<file path="src/rtl/instr_field_buffer.sv">
// instr_field_buffer: registered IF/ID stage with a 2-entry FIFO
// and MIPS-style field split of the head instruction.
module instr_field_buffer #(
    parameter logic [31:0] NOP_WORD  = 32'h0000_0000,
    parameter int unsigned CNT_WIDTH = 16
) (
    input  logic                 clock,
    input  logic                 reset,
    input  logic                 in_valid,
    output logic                 in_ready,
    input  logic [31:0]          in_instr,
    input  logic [31:0]          in_pc,
    input  logic                 flush,
    output logic                 out_valid,
    input  logic                 out_ready,
    output logic [5:0]           opcode,
    output logic [4:0]           rs,
    output logic [4:0]           rt,
    output logic [4:0]           rd,
    output logic [4:0]           shamt,
    output logic [5:0]           funct,
    output logic [15:0]          imm16,
    output logic [25:0]          jump26,
    output logic [31:0]          out_pc,
    output logic [1:0]           occupancy,
    output logic [CNT_WIDTH-1:0] delivered
);

    localparam logic [CNT_WIDTH-1:0] CNT_ONE = 1;

    logic [31:0]          instr_q [2];
    logic [31:0]          pc_q    [2];
    logic                 head_q;
    logic                 tail_q;
    logic [1:0]           occ_q;
    logic [CNT_WIDTH-1:0] del_q;

    logic                 push;
    logic                 pop;
    logic [31:0]          head_instr;
    logic [31:0]          head_pc;

    // Handshake flags come straight from the occupancy register.
    assign in_ready  = (occ_q != 2'd2);
    assign out_valid = (occ_q != 2'd0);
    assign push      = in_valid & in_ready;
    assign pop       = out_valid & out_ready;

    // Select the head entry, or the NOP word when the buffer is empty.
    always_comb begin
        head_instr = NOP_WORD;
        head_pc    = '0;
        if (out_valid) begin
            head_instr = instr_q[head_q];
            head_pc    = pc_q[head_q];
        end
    end

    assign opcode    = head_instr[31:26];
    assign rs        = head_instr[25:21];
    assign rt        = head_instr[20:16];
    assign rd        = head_instr[15:11];
    assign shamt     = head_instr[10:6];
    assign funct     = head_instr[5:0];
    assign imm16     = head_instr[15:0];
    assign jump26    = head_instr[25:0];
    assign out_pc    = head_pc;
    assign occupancy = occ_q;
    assign delivered = del_q;

    // Write accepted words into the tail slot; a flush drops them.
    always_ff @(posedge clock or posedge reset) begin
        if (reset) begin
            instr_q[0] <= '0;
            instr_q[1] <= '0;
            pc_q[0]    <= '0;
            pc_q[1]    <= '0;
        end else if (push && !flush) begin
            instr_q[tail_q] <= in_instr;
            pc_q[tail_q]    <= in_pc;
        end
    end

    // Advance pointers and occupancy; flush empties the buffer.
    always_ff @(posedge clock or posedge reset) begin
        if (reset) begin
            head_q <= 1'b0;
            tail_q <= 1'b0;
            occ_q  <= 2'd0;
        end else if (flush) begin
            head_q <= 1'b0;
            tail_q <= 1'b0;
            occ_q  <= 2'd0;
        end else begin
            if (push) begin
                tail_q <= ~tail_q;
            end
            if (pop) begin
                head_q <= ~head_q;
            end
            occ_q <= occ_q + {1'b0, push} - {1'b0, pop};
        end
    end

    // Count every consumed head, including one popped during a flush.
    always_ff @(posedge clock or posedge reset) begin
        if (reset) begin
            del_q <= '0;
        end else if (pop) begin
            del_q <= del_q + CNT_ONE;
        end
    end

endmodule

</file>
<file path="config.mk">
export PLATFORM = sky130hd
export DESIGN_NAME = instr_field_buffer
export DESIGN_NICKNAME = d
export VERILOG_FILES = /design/src/rtl/instr_field_buffer.sv
export SDC_FILE = /design/constraint.sdc
export NUM_CORES = 1
export LEC_CHECK = 0
export CORE_UTILIZATION = 35
export CTS_CLUSTER_SIZE = 30
export DETAILED_ROUTE_END_ITERATION = 8
export GPL_ROUTABILITY_DRIVEN = 1
export PLACE_DENSITY = 0.72
export REMOVE_ABC_BUFFERS = 1
export SLEW_MARGIN = 25
export SYNTH_ARGS = -nofsm -noshare
export SYNTH_HDL_FRONTEND = slang
export SYNTH_SLANG_ARGS = --single-unit
</file>
<file path="constraint.sdc">
create_clock -name clock -period 6.2 [get_ports clock]
set_input_delay 1.24 -clock clock [delete_from_list [all_inputs] [get_ports clock]]
set_output_delay 1.24 -clock clock [all_outputs]
set_load 0.005 [all_outputs]
</file>
==> metrics.txt, run 1 <==
row count=51; first-pass GRT wire length=23.6 mm; Worst Setup EP=jump26[6]; RR Startpoint=occupancy[1]$_DFF_PP0_; setup_tns=0 ns; Worst Setup SP=head_q$_DFFE_PP0P_; final setup fails=0; Distinct cells, synth=27; Tmin final=3.66 ns; CP max FO=33; post-route ant nets=0; All-Layer GR Usage=14.8%; initial drt markers=117; via count=4518; grt total ovfl=0; final WL=14.6 mm; Switching Share=29.8%; static leakage=3.84 nW; clock sinks=148; actual slew at the worst max-slew pin=0.948 ns; full die area=20400 µm²; effective utilization at floorplan=35.6%; clock-pin transition on the worst setup and hold timing paths=0.06 ns; drt via density=4.68; Reg power frac=36.6%; CTS tree=built; clk_lat worst skew=0.41 ns; status=finished clean; Final HPWL DP=9.42 mm; initial antenna violation count=0; Net Sw Power=1.37 mW; Max Clk Rate=0.273 GHz; final core area utilization=48.0%; Crit-path slowest cell=dfrtp_4; clock root buffer=clkbuf_16; Critical Path Sink Type=output pin; die width=143 µm; Worst Path Required=4.96 ns; crit-path max cell delay=0.82 ns; clock power share=20.2%; Mapped Avg Cell Area=12.8 µm²; clk_skew=0.00988 ns; Worst setup SP type=register; Pwr Density=493 nW/µm²; MaxCap Viol Count=0; Final Max Tran Viols=0; Syn Std Cell Area=6940 µm²; die height=143 µm; routed length per placed instance=15.2 µm; cts repair resizes=0; # Post-CTS Setup Buffers=0; drc violations=0; share of cells above drive strength 1=23.5%; reg-to-reg endpoint=occupancy[1]$_DFF_PP0_; CORE AREA=19500 µm²; internal power=3.23 mW; Yosys reg bits=148; FF-to-FF path depth=11; TritonCTS Buffers=17; largest net degree at the start of global routing=104; Port Buffers=194; vias in the first global route=4816; Reg2Reg Setup Slack=3.59 ns; clk buf depth=2; Area growth syn-to-layout=34.7%; Hold Crit Class=register to register; Antenna Cells=0; CTS Hold Bufs=0; Arr. time, crit path=2.42 ns; post-synthesis sequential area ratio=53.4%; crit path cell chain=buf_16 > mux2i_1 > nor2_1 > clkdlybuf4s50_1; slew margin rel.=36.8%; most frequent cells in the layout=clkdlybuf4s50_1 (194), dfrtp_1 (147), mux2_2 (124); final worst-path cycle share=59.0%; WS Path Type=register to output pin; RSZ-0062 raised after global routing=no; Top Ports=195; Worst VDD drop=221 µV; combinational share of power=43.2%; Syn. warnings=0; Clock H-tree levels=4; Total Nets Final=761; most common cell after layout, fill and taps aside=clkdlybuf4s50_1; Synth Instances=540; Pre-antenna DRT Iters=4; GP Congestion=0.799; Fin. Hold Viols=0
## through the flow
| step | power (mW) | instances | hold slack [ns] | instance area, µm² | setup slack, ns |
|---|---|---|---|---|---|
| floorplan | 2.64 | 471 | 0.457 | 6460 | 0.980 |
| global placement | 3.63 | 934 | 0.458 | 8780 | 2.80 |
| detailed placement | 3.72 | 935 | 0.464 | 8810 | 2.81 |
| CTS | 4.67 | 966 | 0.476 | 9350 | 2.50 |
| global route | 4.93 | 966 | 0.499 | 9350 | 2.38 |
| finish | 4.61 | 966 | 0.472 | 9350 | 2.54 |
## state kept, by name, indices dropped and copies added, names as in the netlist
register / flops
delivered: 16
head_q: 1
instr_q: 64
occupancy: 2
pc_q: 64
tail_q: 1
## cell families after synthesis
group	Yosys count	share of synthesized area [%]
compound gates	1	0.144
xor+xnor	19	2.40
fa+ha+maj	3	0.541
buf+inv	76	7.27
flops	148	53.4
mux	192	30.0
simple gates	101	6.26
## power by group through the flow
stage	Combinational, mW	Sequential (mW)	Clock [mW]
final	1.99	1.69	0.931
after global routing	2.17	1.75	1.01
after CTS	2.03	1.69	0.959
after detailed placement	2.02	1.70	0
after global placement	1.94	1.70	0
after floorplan	0.996	1.64	0
## synth_stat cells (all sizes together)
library cell	n	share of area (%)
clkbuf	3	0.16
and3	1	0.090
nor2	75	4.1
and4	1	0.13
nor3	3	0.38
o211a	1	0.14
nor2b	1	0.090
nand4b	1	0.13
and2	2	0.18
nand4	3	0.27
ha	3	0.54
nand2	9	0.52
mux2i	64	9.2
buf	66	6.7
mux2	128	21
inv	7	0.38
dfrtp	148	53
nand2b	1	0.13
nand3	4	0.29
xnor2	9	1.1
xor2	10	1.3
## worst min-delay path by stage
stage	start	to	cells after the start
6_report	delivered[15]$_DFFE_PP0P_	delivered[15]$_DFFE_PP0P_	1
5_1_grt	delivered[15]$_DFFE_PP0P_	delivered[15]$_DFFE_PP0P_	1
4_1_cts	delivered[15]$_DFFE_PP0P_	delivered[15]$_DFFE_PP0P_	1
3_5_place_dp	delivered[15]$_DFFE_PP0P_	delivered[15]$_DFFE_PP0P_	1
3_3_place_gp	delivered[15]$_DFFE_PP0P_	delivered[15]$_DFFE_PP0P_	1
2_1_floorplan	instr_q[55]$_DFFE_PP0P_	instr_q[55]$_DFFE_PP0P_	1
## metal layers
metal / part of all wire, % / routed length (µm) / global-route usage, % / vias to the layer above
met2: 50 / 7320 / 25.4 / 123
met1: 44 / 6470 / 18.1 / 2285
met5: 0 / 0 / 0 / -
met4: 1.4 / 202 / 5.26 / 0
met3: 4.4 / 643 / 3.72 / 15
li1: - / - / - / 2095
## layout make-up
class,instances,area [µm²]
fill,1740,10100
sequential,148,3710
multi-input combinational,316,2740
timing repair buffer,199,2000
clock buffer,22,484
tap,265,332
clock inverter,9,56.3
inverter,7,31.3
## critical path: cells and delay by family, from the launching register on
kind,cells,cell delay (ns)
buf+inv,2,0.87
flops,1,0.82
mux,1,0.11
simple gates,1,0.19
No activity file was read; power rests on OpenSTA's default activity.
==> run 2: changes to the inputs <==
Clock period 6.2 ns to 3.42 ns, I/O delays scaled along.
==> run 2 against run 1 <==
Clock skew down 0.0021 ns. Sequential power is 80% higher. Critical path depth unchanged. Core utilization is 0.40 points higher. Critical endpoint is now funct[3]. Clock power up 91%.
==> metrics.txt, run 2 (synthesis results as in run 1) <==
Final HPWL DP=9.75 mm; effective utilization at floorplan=35.6%; CP max FO=19; clk buf depth=2; final worst-path cycle share=84.5%; Worst Path Required=2.74 ns; routed length per placed instance=15.0 µm; clock sinks=148; actual slew at the worst max-slew pin=0.553 ns; RSZ-0062 raised after global routing=no; Worst Setup SP=head_q$_DFFE_PP0P_; # Post-CTS Setup Buffers=0; initial antenna violation count=0; die width=143 µm; Pwr Density=899 nW/µm²; most common cell after layout, fill and taps aside=clkdlybuf4s50_1; vias in the first global route=4828; dpl ws=0.905 ns; largest net degree at the start of global routing=79; Hold Crit Class=register to register; Worst setup SP type=register; Top Ports=195; Switching Share=29.0%; RR Startpoint=occupancy[1]$_DFF_PP0_; clock root buffer=clkbuf_16; All-Layer GR Usage=15.0%; share of cells above drive strength 1=22.9%; final core area utilization=48.4%; static leakage=3.87 nW; grt total ovfl=0; CTS tree=built; combinational share of power=43.2%; Net Sw Power=2.46 mW; Total Nets Final=763; fin worst setup slack=0.530 ns; row count=51; Arr. time, crit path=2.21 ns; status=finished clean; die height=143 µm; drt via density=4.63; internal power=6.02 mW; post-route ant nets=0; GP Congestion=0.764; final setup fails=0; MaxCap Viol Count=0; Tmin final=2.89 ns; clock power share=21.0%; Worst VDD drop=452 µV; clk_skew=0.00780 ns; WS Path Type=register to output pin; initial drt markers=108; full die area=20400 µm²; drc violations=0; final WL=14.5 mm; via count=4482; Max Clk Rate=0.346 GHz; TritonCTS Buffers=17; Pre-antenna DRT Iters=4; hold path start=delivered[15]$_DFFE_PP0P_; Antenna Cells=0; Fin. Hold Viols=0; Reg area=3710 µm²; CTS Hold Bufs=0; CORE AREA=19500 µm²; clk_lat worst skew=0.40 ns; cts repair resizes=0; Clock H-tree levels=4; Port Buffers=194; clock-pin transition on the worst setup and hold timing paths=0.05 ns; Reg power frac=35.8%; Critical Path Sink Type=output pin; FILL cells=1751; first-pass GRT wire length=23.7 mm; Final Max Tran Viols=0; slew margin rel.=63.2%; Total Power=8.48 mW; Multi-input gate area=2740 µm²; Area growth syn-to-layout=35.9%; most frequent cells in the layout=clkdlybuf4s50_1 (194), dfrtp_1 (147), mux2_2 (124)
==> run 2: power by group through the flow <==
stage	logic, mW	clock network (mW)	registers [mW]
after floorplan	1.81	0	2.98
after global placement	3.64	0	3.01
after detailed placement	3.72	0	3.07
after CTS	3.74	1.83	3.05
after global routing	3.98	1.93	3.16
final	3.66	1.78	3.04
==> run 2: layer usage <==
| layer | part of all wire (%) | up-vias | track usage, % | wire length (µm) |
|---|---|---|---|---|
| met2 | 52 | 114 | 26.6 | 7540 |
| met4 | 1.0 | 0 | 5.04 | 152 |
| met1 | 43 | 2270 | 17.8 | 6270 |
| li1 | - | 2089 | - | - |
| met5 | 0 | - | 0 | 0 |
| met3 | 3.8 | 9 | 3.29 | 550 |
==> run 2: final timing paths <==
check	to	slack [ns]	cells after the start
max	funct[3]	0.53	4
min reg2reg	delivered[15]$_DFFE_PP0P_	0.47	1
min in group asynchronous	delivered[9]$_DFFE_PP0P_	0.61	2
max in group asynchronous	pc_q[8]$_DFFE_PP0P_	1.96	3
min	delivered[15]$_DFFE_PP0P_	0.47	1
max reg2reg	occupancy[1]$_DFF_PP0_	1.14	11
==> run 2: worst max-delay path, stage by stage (launching register included) <==
cell and delay (ns):
dfrtp_4 0.64, buf_4 0.34, mux2i_1 0.11, nor2_1 0.16, clkdlybuf4s50_1 0.54
==> run 2: area by class of cell <==
class	instances	share of cell area, %
clock buffers	26	5.19
clock inverters	4	0.770
inverters	7	0.332
multi-input cells	316	29.0
flip-flops and latches	148	39.3
well taps	265	3.52
repair buffers	201	21.8
==> run 2: stage by stage <==
step | cells | area (µm²) | hold WS (ns) | setup TNS, ns
floorplan | 471 | 6460 | 0.457 | -198.26
global placement | 937 | 8860 | 0.460 | 0
detailed placement | 937 | 8860 | 0.458 | 0
CTS | 967 | 9430 | 0.476 | 0
global route | 967 | 9430 | 0.513 | 0
finish | 967 | 9430 | 0.471 | 0
